## config.mk

```make
export PLATFORM = sky130hd
export DESIGN_NAME = reg_share_arb
export DESIGN_NICKNAME = d
export VERILOG_FILES = /design/src/rtl/reg_share_arb.sv
export SDC_FILE = /design/constraint.sdc
export NUM_CORES = 1
export LEC_CHECK = 0
export BUFFER_PORTS_ARGS = -buffer_cell sky130_fd_sc_hd__clkbuf_2
export CELL_PAD_IN_SITES_DETAIL_PLACEMENT = 1
export CELL_PAD_IN_SITES_GLOBAL_PLACEMENT = 1
export CORE_UTILIZATION = 36
export CTS_BUF_LIST = sky130_fd_sc_hd__clkbuf_16
export CTS_CLUSTER_SIZE = 25
export DETAILED_ROUTE_END_ITERATION = 12
export PLACE_DENSITY_LB_ADDON = 0.1
export SYNTH_ARGS = -nofsm -noshare
export SYNTH_HDL_FRONTEND = slang
export SYNTH_SLANG_ARGS = --single-unit
export TNS_END_PERCENT = 20
```

## constraint.sdc

```tcl
create_clock -name clk -period 3.1 [get_ports clk]
set_clock_uncertainty 0.2 [all_clocks]
set_input_delay 0.31 -clock clk [delete_from_list [all_inputs] [get_ports clk]]
set_output_delay 0.31 -clock clk [all_outputs]
set_load 0.01 [all_outputs]
```

## src/rtl/reg_share_arb.sv

```systemverilog
// rtl/reg_share_arb.sv - round-robin arbiter and write sequencer for one shared register
// Optional feature macro: ARB_TIMEOUT_EN (forces release after MAX_HOLD locked cycles).
module reg_share_arb #(
  parameter int N        = 4,
  parameter int W        = 8,
  parameter int MAX_HOLD = 8
) (
  input  logic                 clk,
  input  logic                 rst,
  input  logic [N-1:0]         req,
  input  logic [N-1:0]         lock,
  input  logic [N*W-1:0]       wdata,
  output logic [N-1:0]         gnt,
  output logic [W-1:0]         q,
  output logic [$clog2(N)-1:0] owner,
  output logic                 busy
);

  localparam int PW = $clog2(N);

  typedef enum logic {
    S_IDLE,
    S_OWN
  } state_t;

  state_t        state;
  logic [PW-1:0] ptr;

  logic [PW-1:0] sel_idle;
  logic [PW-1:0] sel_own;
  logic [PW-1:0] nxt_ptr;
  logic [N-1:0]  cand;
  logic [W-1:0]  wsel;
  logic          any_idle;
  logic          any_own;
  logic          wr;
  logic          rel;
  logic          timeout;

  // Reject configurations the arbiter cannot support.
  if (N < 2 || MAX_HOLD < 1) begin : g_bad_cfg
    $error("reg_share_arb: N must be >= 2 and MAX_HOLD >= 1");
  end

  // First requester with a bit set, scanning upward from start and wrapping at N-1.
  function automatic logic [PW-1:0] pick(input logic [N-1:0] r, input logic [PW-1:0] start);
    logic [PW-1:0] idx;
    logic          found;
    pick  = start;
    idx   = start;
    found = 1'b0;
    for (int k = 0; k < N; k++) begin
      if (!found && r[idx]) begin
        pick  = idx;
        found = 1'b1;
      end
      idx = (idx == PW'(N - 1)) ? '0 : idx + PW'(1);
    end
  endfunction

  function automatic logic [N-1:0] onehot(input logic [PW-1:0] i);
    onehot    = '0;
    onehot[i] = 1'b1;
  endfunction

`ifdef ARB_TIMEOUT_EN
  localparam int HW = $clog2(MAX_HOLD + 1);

  logic [HW-1:0] hold_cnt;

  // The current OWN cycle is the MAX_HOLD-th for this owner.
  assign timeout = (hold_cnt == HW'(MAX_HOLD - 1));

  // Count consecutive OWN cycles of one owner; any release or idle restarts the count.
  always_ff @(posedge clk) begin
    if (!rst || state != S_OWN || rel) begin
      hold_cnt <= '0;
    end else begin
      hold_cnt <= hold_cnt + HW'(1);
    end
  end
`else
  assign timeout = 1'b0;
`endif

  // Next-grant selection for both states, plus the owner's write and release decision.
  always_comb begin
    wsel = '0;
    for (int i = 0; i < N; i++) begin
      if (owner == PW'(i)) begin
        wsel = wdata[i*W +: W];
      end
    end
    any_idle = |req;
    sel_idle = pick(req, ptr);
    wr       = req[owner];
    rel      = !req[owner] || !lock[owner] || timeout;
    nxt_ptr  = (owner == PW'(N - 1)) ? '0 : owner + PW'(1);
    // A still-locked owner forced out by the timeout may not win its own handoff.
    cand     = req;
    if (lock[owner]) begin
      cand[owner] = 1'b0;
    end
    any_own  = |cand;
    sel_own  = pick(cand, nxt_ptr);
  end

  // Arbitration FSM: registered grant, owner and busy, plus the shared register write.
  always_ff @(posedge clk) begin
    if (!rst) begin
      state <= S_IDLE;
      ptr   <= '0;
      gnt   <= '0;
      q     <= '0;
      owner <= '0;
      busy  <= 1'b0;
    end else begin
      case (state)
        S_IDLE: begin
          if (any_idle) begin
            state <= S_OWN;
            busy  <= 1'b1;
            owner <= sel_idle;
            gnt   <= onehot(sel_idle);
          end
        end
        S_OWN: begin
          if (wr) begin
            q <= wsel;
          end
          if (rel) begin
            ptr <= nxt_ptr;
            if (any_own) begin
              owner <= sel_own;
              gnt   <= onehot(sel_own);
            end else begin
              state <= S_IDLE;
              busy  <= 1'b0;
              gnt   <= '0;
            end
          end
        end
      endcase
    end
  end

endmodule

```

Word level (Yosys, flattened, before mapping)
Index checks and enable logic that the tools add are counted. W data, S select, Z words.

Add/sub/neg operators: 7. Order comparisons: 14. Eq/ne operators: 13. Muxes and demuxes: 66. Bitwise logic cells: 3. Reductions and logical operators: 26.

Operator list (count): $lt A2 B3 Y1 const B (11); $mux W2 (16); $mux W8 (4); $mux W1 (25); $bmux W1 S2 (10); $eq A2 B2 Y1 const B (8); $mux W4 (4); $add A2 B1 Y2 const B (7); $logic_and A1 B1 Y1 (9); $logic_not A1 Y1 (8); $pmux W4 S2 (1); $reduce_or A4 Y1 (2); $demux W1 S2 (3); $ge A2 B1 Y1 const B (3); $reduce_and A2 Y1 (3); $reduce_and A3 Y1 (2); $and A4 B4 Y4 (1); $ne A2 B1 Y1 const B (2); $ne A2 B2 Y1 const B (2); $not A4 Y4 (1); $pmux W1 S2 (2); $pmux W2 S2 (1); $eq A2 B1 Y1 const B (1); $logic_not A2 Y1 (1); other kinds (2) (2).

Register bits after elaboration: 18. Output and inout bits: 15.

Depth between registers and ports, before layout
Gate-level depths: netlist of the first run.

Word-level depth: 26. Gate-level depth with buffers: 11.

Worst setup path before layout of the first run
OpenSTA, ideal clock, no wires.

Path kind: reg-to-reg. From: register owner[0]. To: register gnt[1]. Library setup time: 0.129 ns. Arrival: 2.258 ns. Required time: 2.771 ns. Slack: 0.513 ns. Cell stages (with the launch flop): 10. Path buffers: 2. Path through: dfxtp_1 buf_6 mux4_2 buf_6 a221o_1 a32o_1 a21oi_2 nand2_1 o2111ai_2 o22ai_1.

Cells in the longest elaborated chain, start to end: 26. Elaborated cells between the ends (all ways): 58. Those cells by class: 4 x add/sub; 4 x order compare; 5 x eq/ne; 30 x mux; 2 x bitwise; 13 x reduce/logical.

RTL lines: start, declared (RTL line 15) `output logic [$clog2(N)-1:0] owner,`; start signal, assigned (RTL line 123) `owner <= sel_idle;`; start signal, assigned (RTL line 134) `owner <= sel_own;`; parallel branches: the longest is 26 deep, another holds $add A2 B1 Y2; end signal, assigned (RTL line 124) `gnt <= onehot(sel_idle);`; end signal, assigned (RTL line 135) `gnt <= onehot(sel_own);`; end, declared (RTL line 13) `output logic [N-1:0] gnt,`.

Parallel ways; which one is timed is not known. The select of a mux whose other input is x is not followed. A chain may end at the register's enable or synchronous reset.

Worst setup path after layout of the first run
From: register ptr[0]. To: register gnt[2].

Cells in the longest elaborated chain, start to end: 18. Elaborated cells between the ends (all ways): 36. Those cells by class: 3 x add/sub; 2 x order compare; 3 x eq/ne; 21 x mux; 7 x reduce/logical.

RTL lines: start, declared (RTL line 27) `logic [PW-1:0] ptr;`; start signal, assigned (RTL line 132) `ptr <= nxt_ptr;`; parallel branches: the longest is 11 deep, another holds $add A2 B1 Y2; $mux W2 (*) (RTL line 53) `if (!found && r[idx]) begin`; $lt A2 B3 Y1 (not written as such) / $ge A2 B1 Y1 (equally long branches) (RTL line 63) `onehot[i] = 1'b1;`; $logic_and A1 B1 Y1 (not written as such) (RTL line 63); $mux W1 (not written as such) (RTL line 63); $demux W1 S2 (*) (RTL line 63); $mux W4 (*) (RTL line 120) `if (any_idle) begin`; $pmux W4 S2 (*) (RTL line 118) `case (state)`.

Mark *: on every way between the ends. The select of a mux whose other input is x is not followed.

==> results of run 1 <==
[layout make-up]
class	instances	area (µm²)
inverter	10	37.54
fill	586	2415
clock inverter	1	3.754
timing repair buffer	61	317.8
tap	52	65.06
multi-input combinational	179	1200
sequential	18	360.3
clock buffer	3	75.07
[per-stage QoR]
| step | cells | setup WS, ps | hold WS [ps] | instance area (µm²) |
|---|---|---|---|---|
| after floorplan | 228 | 513.3 | 248.3 | 1730 |
| after global placement | 320 | 400.8 | 252.9 | 1981 |
| after detailed placement | 320 | 338.5 | 255.6 | 1981 |
| after CTS | 324 | 305.6 | 176.4 | 2059 |
| after global routing | 324 | 53.23 | 206.1 | 2059 |
| final | 324 | 279.2 | 178.0 | 2059 |
[power by group]
part | internal (mW) | switching [mW] | total (mW)
registers | 0.278 | 0.0373 | 0.315
clock network | 0.171 | 0.0845 | 0.256
logic | 0.318 | 0.458 | 0.776
total | 0.767 | 0.580 | 1.35
[cells in the final DEF (no fill, tap or decap), drive strengths merged, types with 2 or more instances in the layout]
| cell type | count |
|---|---|
| a32o | 3 |
| nand4b | 2 |
| mux4 | 3 |
| o22ai | 2 |
| a21oi | 21 |
| inv | 10 |
| nand3b | 3 |
| dfxtp | 18 |
| a31oi | 4 |
| or3b | 2 |
| or2 | 3 |
| clkbuf | 59 |
| nor3 | 2 |
| o21a | 2 |
| nand3 | 5 |
| mux2i | 8 |
| o211ai | 10 |
| a22oi | 9 |
| ha | 5 |
| and2 | 2 |
| a221oi | 2 |
| nand4 | 4 |
| nand2 | 19 |
| nand2b | 6 |
| buf | 5 |
| nor2b | 3 |
| a21boi | 3 |
| or3 | 2 |
| nor2 | 26 |
| o21ai | 11 |
[registers in the layout (all words and copies together), names as in the netlist]
register and flops:
state 1, gnt 4, q 8, busy 1, ptr 2, owner 2
[logic make-up (layout without fill, tap and decap cells)]
kind of cell,after synthesis,count (layout)
XOR/XNOR,1,1
AO/OA/AOI/OAI,79,79
AND/OR/NAND/NOR,82,82
buffers and inverters,31,75
multiplexers,12,12
flip-flops,18,18
adder cells (fa/ha/maj),5,5
[critical path, cell delays in order (launching register included)]
cell	delay [ps]
dfxtp_1	310
ha_1	480
xnor2_1	340
a21oi_1	110
o22ai_1	260
nand2_1	110
mux2i_1	390
or3b_1	390
a31oi_1	160
[per-layer routing]
layer | part of all wire [%] | vias to the layer above | track usage (%)
met2 | 43 | 40 | 32.59
met3 | 3.4 | 7 | 1.266
met1 | 52 | 877 | 31.57
met5 | 0 | - | 0
li1 | - | 931 | -
met4 | 1.2 | 0 | 5.778
[how the worst min path moves through the flow]
stage / startpoint / to / slack [ps] / cells after the start
after detailed placement: gnt[1] / gnt[1] / 260 / 2
after global routing: rst / gnt[3] / 210 / 3
final: rst / gnt[0] / 180 / 3
after global placement: gnt[1] / gnt[1] / 250 / 2
after floorplan: rst / gnt[0] / 250 / 2
after CTS: rst / gnt[2] / 180 / 3
==> flow_summary_export.csv, run 1 <==
group,metric,value,unit
setup_path,reg2reg_from,"ptr[0]",
clock_tree,cts.sinks,18,
placed_design,io_buffer_count,56,
setup_path,critPathRequiredTime,3080,ps
yosys,post-synth-top-area-cell,"dfxtp_1",
floorplanning,die_w,71.33,µm
clock_tree,post-cts-setup-buffer-count,0,
final_layout,diodes,0,
detailed_routing,vias_per_cell,5.725,
timing,final-setup-viol-count,0,
yosys,yosys.cell_count.top_type,"nor2_1",
yosys,ys_top_cells_by_area,"dfxtp_1, a21oi_1, nor2_1",
placed_design,gp_congestion,0.8396,
floorplanning,rows,24,
global_route,grt_pass1_wl,8.680,mm
floorplanning,start_util,38.67,%
yosys,synth_xor_xnor_area_share,0.5061,%
status,violations,"design-rule violations",
detailed_routing,wl_per_cell,15.99,µm
yosys,synth.distinct_cells,58,
clock_tree,clock_latency,250,ps
timing,finalMaxSlewViolations,0,
detailed_routing,route.final.wire_length,5.180,mm
global_route,grt_pass1_vias,1789,
floorplanning,coreArea,4474,µm²
power,power,1.347,mW
yosys,ys_seq_area_share,20.82,%
yosys,synth_top_family_by_area,"compound AO/OA/AOI/OAI gates",
yosys,avgSynthCellArea,7.590,µm²
timing,max_freq,354.5,MHz
setup_path,start_kind,"flop",
timing,hold_violations,0,
yosys,synth_area,1730,µm²
flow_run,cap_violations,0,
clock_tree,cts_tree,"built",
clock_tree,cts_buffers,3,
yosys,synth-simple-area-share,24.01,%
yosys,synthTopCellsByCount,"nor2_1, a21oi_1, nand2_1",
timing,post-route-period-util,90.99,%
timing,rsz0062_at_grt,"no",
clock_tree,cts_max_level,1,
yosys,synthMuxAreaShare,9.400,%
power,peakVddDrop,0.0003654,V
floorplanning,die_y,71.33,µm
detailed_routing,drt_iter0_markers,125,
clock_tree,path_clk_slew,50,ps
clock_tree,cts_buffer_depth,2,
clock_tree,cts_resized,0,
clock_tree,holdBufCountCts,0,
floorplanning,ios,57,
power,p_leak,0.8772,nW
setup_path,arrival,2800,ps
setup_path,reg2reg_slack,280,ps
timing,worst_slew_pin_slew,511.6,ps
timing,slew_headroom,65.83,%
detailed_routing,via_count,1855,
timing,layout_min_cycle_time,2821,ps
power,power.density,654.1,nW/µm²
yosys,synth_fp_nets,275,
final_layout,nNetsFinal,320,
final_layout,area_growth,19.02,%
setup_path,rr_worst_depth,8,
global_route,antenna_found_initial,0,
hold_path,min_path_type,"in2reg",
yosys,netlist.area_leader.share,20.82,%
floorplanning,die_area,5088,µm²
yosys,syn-instance-count,228,
setup_path,cp-endpoint,"gnt[2]",
global_route,grt_use_total,21.07,%
yosys,synthArstFlopShare,0,%
setup_path,crit_type,"reg2reg",
status,status,"complete, but fails checks",
global_route,grt-ovfl-total,0,
final_layout,layout-drive-gt1-share,29.04,%
yosys,synthAdderAreaFrac,3.615,%
setup_path,timing.rr.end,"gnt[2]",
yosys,ys.warnings.count,0,
detailed_routing,drc,3,
setup_path,crit_fanout,14,
yosys,ys.flop_type,"dfxtp_1",
setup_path,crit_path_start,"ptr[0]",
detailed_routing,firstDrtPassIters,8,
placed_design,hpwl,3.921,mm
timing,setup_tns,0,ps
yosys,synth-compound-area-share,31.81,%
clock_tree,root_buffer,"clkbuf_16",
yosys,ys_seq_elements,18,
yosys,synth_edf_count,0,
setup_path,end_kind,"flop",
global_route,grt_max_degree,21,
detailed_routing,ant_nets,0,
final_layout,final_util,46.03,%
(Power assumes the default switching activity.)
==> inputs of run 2 (changes only) <==
--- a/config.mk
+++ b/config.mk
@@ -5,6 +5,7 @@
 export SDC_FILE = /design/constraint.sdc
 export NUM_CORES = 1
 export LEC_CHECK = 0
+export ABC_AREA = 1
 export BUFFER_PORTS_ARGS = -buffer_cell sky130_fd_sc_hd__clkbuf_2
 export CELL_PAD_IN_SITES_DETAIL_PLACEMENT = 1
 export CELL_PAD_IN_SITES_GLOBAL_PLACEMENT = 1
@@ -13,6 +14,7 @@
 export CTS_CLUSTER_SIZE = 25
 export DETAILED_ROUTE_END_ITERATION = 12
 export PLACE_DENSITY_LB_ADDON = 0.1
+export REMOVE_ABC_BUFFERS = 1
 export SYNTH_ARGS = -nofsm -noshare
 export SYNTH_HDL_FRONTEND = slang
 export SYNTH_SLANG_ARGS = --single-unit
==> flow_summary_export.csv, run 2 <==
group,metric,value,unit
power,pwr-share-seq,13.9,%
final_layout,fill_cells,670,
detailed_routing,drc,0,
yosys,ys_seq_area_share,19.90,%
timing,finalMaxSlewViolations,0,
yosys,ys.warnings.count,0,
timing,slew_headroom,68.65,%
floorplanning,rows,25,
yosys,yosys.cell_count.top_type,"nand2_1",
clock_tree,root_buffer,"clkbuf_16",
detailed_routing,ant_nets,0,
clock_tree,path_clk_slew,60,ps
clock_tree,cts_buffer_depth,2,
placed_design,io_buffer_count,56,
global_route,grt_pass1_wl,9.335,mm
power,swShare,55.31,%
clock_tree,cts_resized,0,
floorplanning,die_y,72.92,µm
yosys,synth_edf_count,0,
power,power_frac_comb,76.1,%
yosys,syn-instance-count,263,
clock_tree,cts.sinks,18,
setup_path,arrival,2700,ps
final_layout,largest_reg_flops,8,
placed_design,hpwl,4.467,mm
floorplanning,start_util,37.83,%
yosys,avgSynthCellArea,6.884,µm²
hold_path,min_path_type,"in2reg",
yosys,synthArstFlopShare,0,%
power,p_switching,1.488,mW
power,pwr-share-clk,10.0,%
timing,hold_violations,0,
status,status,"completed",
global_route,grt_max_degree,17,
clock_tree,holdBufCountCts,0,
clock_tree,post-cts-setup-buffer-count,0,
final_layout,reg_top3,"q (8), gnt (4)",
clock_tree,clock_latency,250,ps
power,intPower,1.203,mW
final_layout,layout_commonest_cell,"clkbuf_2",
setup_path,crit_fanout,7,
floorplanning,ios,57,
final_layout,layout-drive-gt1-share,36.16,%
floorplanning,coreArea,4786,µm²
setup_path,crit_type,"reg2reg",
clock_tree,cts_buffers,3,
floorplanning,die_w,72.92,µm
setup_path,end_kind,"flop",
detailed_routing,drt_iter0_markers,69,
power,peakVddDrop,0.0007217,V
yosys,synth.distinct_cells,35,
power,power.density,1204,nW/µm²
timing,max_freq,360.6,MHz
clock_tree,cts_max_level,1,
yosys,netlist.area_leader.share,19.90,%
power,p_leak,1.031,nW
floorplanning,die_area,5317,µm²
detailed_routing,wl_per_cell,14.35,µm
global_route,grt_pass1_vias,1980,
setup_path,cpPeakStageDelay,550,ps
global_route,grt-ovfl-total,0,
yosys,post-synth-top-area-cell,"dfxtp_1",
timing,final-setup-viol-count,0,
timing,layout_min_cycle_time,2773,ps
final_layout,area_growth,23.43,%
yosys,synth_area,1810,µm²
timing,setup_tns,0,ps
setup_path,start_kind,"flop",
detailed_routing,route.final.wire_length,5.526,mm
clock_tree,cts_tree,"built",
final_layout,diodes,0,
yosys,ys_top_cells_by_area,"dfxtp_1, a211oi_1, nand2_1",
timing,rsz0062_at_grt,"no",
power,power,2.691,mW
detailed_routing,via_count,2018,
placed_design,gp_congestion,0.7924,
setup_path,reg2reg_slack,330,ps
setup_path,path_cells,"inv_4 -> ha_1 -> inv_1 -> xor2_4 -> inv_2 -> nand2_2 -> nand2_4 -> nor2_4 -> nand3_2 -> nand2_1 -> nand2_2 -> inv_2 -> nand2_1 -> nand3b_1 -> a21oi_1",
yosys,ys.flop_type,"dfxtp_1",
yosys,synthTopCellsByCount,"nand2_1, nand3_1, a211oi_1",
global_route,grt_use_total,22.54,%
setup_path,crit_slowest_cell,"dfxtp_1",
flow_run,cap_violations,0,
final_layout,mostFrequentLayoutCells,"clkbuf_2, nand2_1, nand3_1",
detailed_routing,firstDrtPassIters,4,
final_layout,nNetsFinal,366,
timing,worst_slew_pin_slew,469.6,ps
yosys,ys_seq_elements,18,
global_route,antenna_found_initial,0,
timing,post-route-period-util,89.46,%
setup_path,critPathRequiredTime,3020,ps
final_layout,top_register,"q",
detailed_routing,vias_per_cell,5.242,
-- run 2: cell types whose count changed in the layout (fill, tap and decap cells not counted), sizes merged, moves of 6 or more --
cell and change:
o21ai +8, nand3 +38, nand2b -6, mux2i -8
a22oi -8, a211oi +23, nand2 +34, inv +21
o211ai -8
-- run 2: logic make-up (layout without fill, tap and decap cells) --
logic type / count (synthesis) / after routing / synth area share (%)
AOI/OAI and AO/OA: 69 / 69 / 24.26
and+or+nand+nor: 128 / 128 / 40.29
xor gates and xnor gates: 2 / 2 / 2.419
DFF: 18 / 18 / 19.90
adders and majority gates: 5 / 5 / 3.455
buffers and inverters: 41 / 96 / 9.675
-- run 2: metal layers --
layer | up-vias | routed length [µm] | share of wire [%] | track usage (%)
met4 | 0 | 87 | 1.6 | 6.536
met3 | 8 | 207 | 3.7 | 2.486
li1 | 1025 | - | - | -
met1 | 938 | 2588 | 47 | 29.45
met2 | 47 | 2643 | 48 | 39.04
met5 | - | 0 | 0 | 0
-- run 2: final timing paths --
path,to,cells past startpoint,startpoint
worst min register to register,q[3],2,q[3]
worst max register to register,owner[0],15,owner[0]
worst min-delay path,q[0],3,wdata[24]
worst max-delay path,owner[0],15,owner[0]
-- run 2: layout make-up --
cell class              count  area, µm²  area share [%]
clock buffers               3      75.07           3.359
flip-flops and latches     18      360.3           16.13
clock inverters             1      3.754          0.1680
multi-input cells         204       1275           57.05
well taps                  67      83.83           3.751
repair buffers             61      317.8           14.22
inverters                  31      118.9           5.319
-- run 2: power groups by stage --
stage,Combinational [mW],Clock (mW),Sequential [mW]
2_1_floorplan,1.52,0,0.420
3_3_place_gp,2.02,0,0.377
3_5_place_dp,2.05,0,0.380
4_1_cts,2.07,0.276,0.374
5_1_grt,2.30,0.285,0.385
6_report,2.05,0.270,0.374
-- run 2: critical path: cells and delay by family (launching register included) --
kind / cells / cell delay (ps)
and+or+nand+nor: 8 / 670
xor gates and xnor gates: 1 / 220
AOI/OAI and AO/OA: 1 / 70
adders and majority gates: 1 / 400
buffers and inverters: 4 / 520
DFF: 1 / 550
-- run 2: through the flow --
stage / instance area (µm²) / setup WS [ps] / hold slack [ps] / utilization (%) / std cells
after global placement: 2156 / 408.0 / 243.7 / 45.05 / 381
final: 2235 / 326.6 / 188.8 / 46.69 / 385
after global routing: 2235 / 135.2 / 209.3 / 46.69 / 385
after floorplan: 1754 / 379.5 / 248.3 / - / 253
after CTS: 2235 / 299.9 / 191.2 / 46.69 / 385
after detailed placement: 2156 / 352.2 / 245.4 / 45.05 / 381
==> inputs of run 3 (changes only) <==
--- a/config.mk
+++ b/config.mk
@@ -9,7 +9,9 @@
 export BUFFER_PORTS_ARGS = -buffer_cell sky130_fd_sc_hd__clkbuf_2
 export CELL_PAD_IN_SITES_DETAIL_PLACEMENT = 1
 export CELL_PAD_IN_SITES_GLOBAL_PLACEMENT = 1
-export CORE_UTILIZATION = 36
+export CORE_ASPECT_RATIO = 1.75
+export CORE_MARGIN = 3
+export CORE_UTILIZATION = 38
 export CTS_BUF_LIST = sky130_fd_sc_hd__clkbuf_16
 export CTS_CLUSTER_SIZE = 25
 export DETAILED_ROUTE_END_ITERATION = 12
==> constraint.sdc (replaced) <==
create_clock -name clk -period 3.5 [get_ports clk]
set_clock_uncertainty 0.2 [all_clocks]
set_input_delay 0.35 -clock clk [delete_from_list [all_inputs] [get_ports clk]]
set_output_delay 0.35 -clock clk [all_outputs]
set_load 0.01 [all_outputs]
==> flow_summary_export.csv, run 3 (synthesis gave the netlist of run 2 again) <==
group,metric,value,unit
final_layout,layout-drive-gt1-share,35.35,%
clock_tree,root_buffer,"clkbuf_16",
timing,hold_violations,0,
final_layout,final_util,48.72,%
clock_tree,cts_max_level,1,
power,swShare,55.91,%
timing,slew_headroom,61.84,%
status,status,"completed",
final_layout,top_register,"q",
power,p_leak,1.011,nW
hold_path,min_path_type,"in2reg",
detailed_routing,drc,0,
timing,layout_min_cycle_time,2878,ps
final_layout,area_growth,20.66,%
power,pwr-share-clk,9.6,%
timing,finalMaxSlewViolations,0,
global_route,grt_use_total,22.36,%
setup_path,critPathRequiredTime,3440,ps
global_route,grt_max_degree,17,
detailed_routing,route.final.wire_length,5.903,mm
flow_run,cap_violations,0,
final_layout,diodes,0,
detailed_routing,firstDrtPassIters,4,
global_route,grt_pass1_vias,2110,
global_route,grt-ovfl-total,0,
placed_design,io_buffer_count,56,
timing,post-route-period-util,82.23,%
setup_path,crit_type,"reg2reg",
final_layout,nNetsFinal,362,
floorplanning,die_w,58.18,µm
timing,worst_slew_pin_slew,570.8,ps
detailed_routing,vias_per_cell,5.479,
timing,rsz0062_at_grt,"no",
floorplanning,coreArea,4484,µm²
detailed_routing,drt_iter0_markers,60,
global_route,antenna_found_initial,0,
timing,hold_slack,238.7,ps
clock_tree,post-cts-setup-buffer-count,0,
clock_tree,cts_resized,0,
power,power.density,1083,nW/µm²
clock_tree,cts.sinks,18,
final_layout,largest_reg_flops,8,
power,intPower,1.043,mW
setup_path,arrival,2810,ps
placed_design,hpwl,4.764,mm
clock_tree,clock_latency,250,ps
clock_tree,cts_buffers,3,
clock_tree,cts_tree,"built",
clock_tree,path_clk_slew,50,ps
setup_path,start_kind,"flop",
floorplanning,die_area,5661,µm²
clock_tree,holdBufCountCts,0,
clock_tree,cts_buffer_depth,2,
timing,final-setup-viol-count,0,
setup_path,end_kind,"flop",
floorplanning,rows,32,
detailed_routing,via_count,2000,
timing,setup_tns,0,ps
detailed_routing,ant_nets,0,
floorplanning,die_y,97.31,µm
power,power_frac_comb,75.4,%
global_route,grt_pass1_wl,10.17,mm
timing,max_freq,347.5,MHz
detailed_routing,wl_per_cell,16.17,µm
final_layout,mostFrequentLayoutCells,"clkbuf_2, nand2_1, nand3_1",
floorplanning,start_util,40.37,%
final_layout,layout_commonest_cell,"clkbuf_2",
placed_design,gp_congestion,0.8581,
final_layout,reg_top3,"q (8), gnt (4)",
power,peakVddDrop,0.0005754,V
power,pwr-share-seq,15.0,%
floorplanning,ios,57,
power,p_switching,1.322,mW
setup_path,crit_fanout,11,
==> run 3: changes by cell type in the layout (fill, tap and decap cells not counted), sizes merged <==
cell / before / now
buf: 5 / 1
==> run 3: final timing paths <==
path / cells after the start / slack, ps / to / from
max: 15 / 620 / gnt[0] / owner[0]
min: 3 / 240 / ptr[0] / rst
max reg2reg: 15 / 620 / gnt[0] / owner[0]
min reg2reg: 2 / 250 / q[0] / q[0]
==> run 3: layout make-up <==
cell class,instances,area (µm²)
Clock buffer,3,75.07
Clock inverter,1,3.754
Fill cell,629,2300
Inverter,31,118.9
Multi-Input combinational cell,204,1275
Sequential cell,18,360.3
Tap cell,51,63.81
Timing Repair Buffer,57,287.8
==> run 3: power groups by stage <==
stage | combinational (mW) | clock [mW] | sequential (mW)
3_3_place_gp | 1.76 | 0 | 0.358
6_report | 1.78 | 0.227 | 0.355
3_5_place_dp | 1.79 | 0 | 0.359
5_1_grt | 2.01 | 0.243 | 0.369
2_1_floorplan | 1.35 | 0 | 0.372
4_1_cts | 1.80 | 0.231 | 0.357
==> run 3: per-stage QoR <==
stage / instance area, µm² / cells / total power, mW / worst slack [ps]
after detailed placement: 2106 / 361 / 2.149 / 634.7
after global placement: 2106 / 361 / 2.115 / 719.4
after global routing: 2185 / 365 / 2.624 / 368.6
final: 2185 / 365 / 2.365 / 622.1
after floorplan: 1754 / 253 / 1.720 / 779.5
after CTS: 2185 / 365 / 2.386 / 630.7
==> run 3: critical path, cell delays in order (launching register included) <==
cell     delay [ps]
dfxtp_1         680
inv_4            90
ha_1            390
inv_1           260
xor2_4          230
inv_2            80
nor2_1          190
nor2_4           70
nand3_2          90
nand2_1          70
nand2_2          90
inv_2            50
nand3_2          60
nor2_2           40
nor2_1          140
nor2_2           40
==> run 3: routing by layer <==
| layer | up-vias | track usage [%] | share of wire [%] |
|---|---|---|---|
| met3 | 8 | 1.729 | 3.8 |
| met1 | 933 | 23.50 | 37 |
| met5 | - | 0 | 0 |
| li1 | 1013 | - | - |
| met2 | 46 | 44.69 | 57 |
| met4 | 0 | 5.714 | 1.9 |
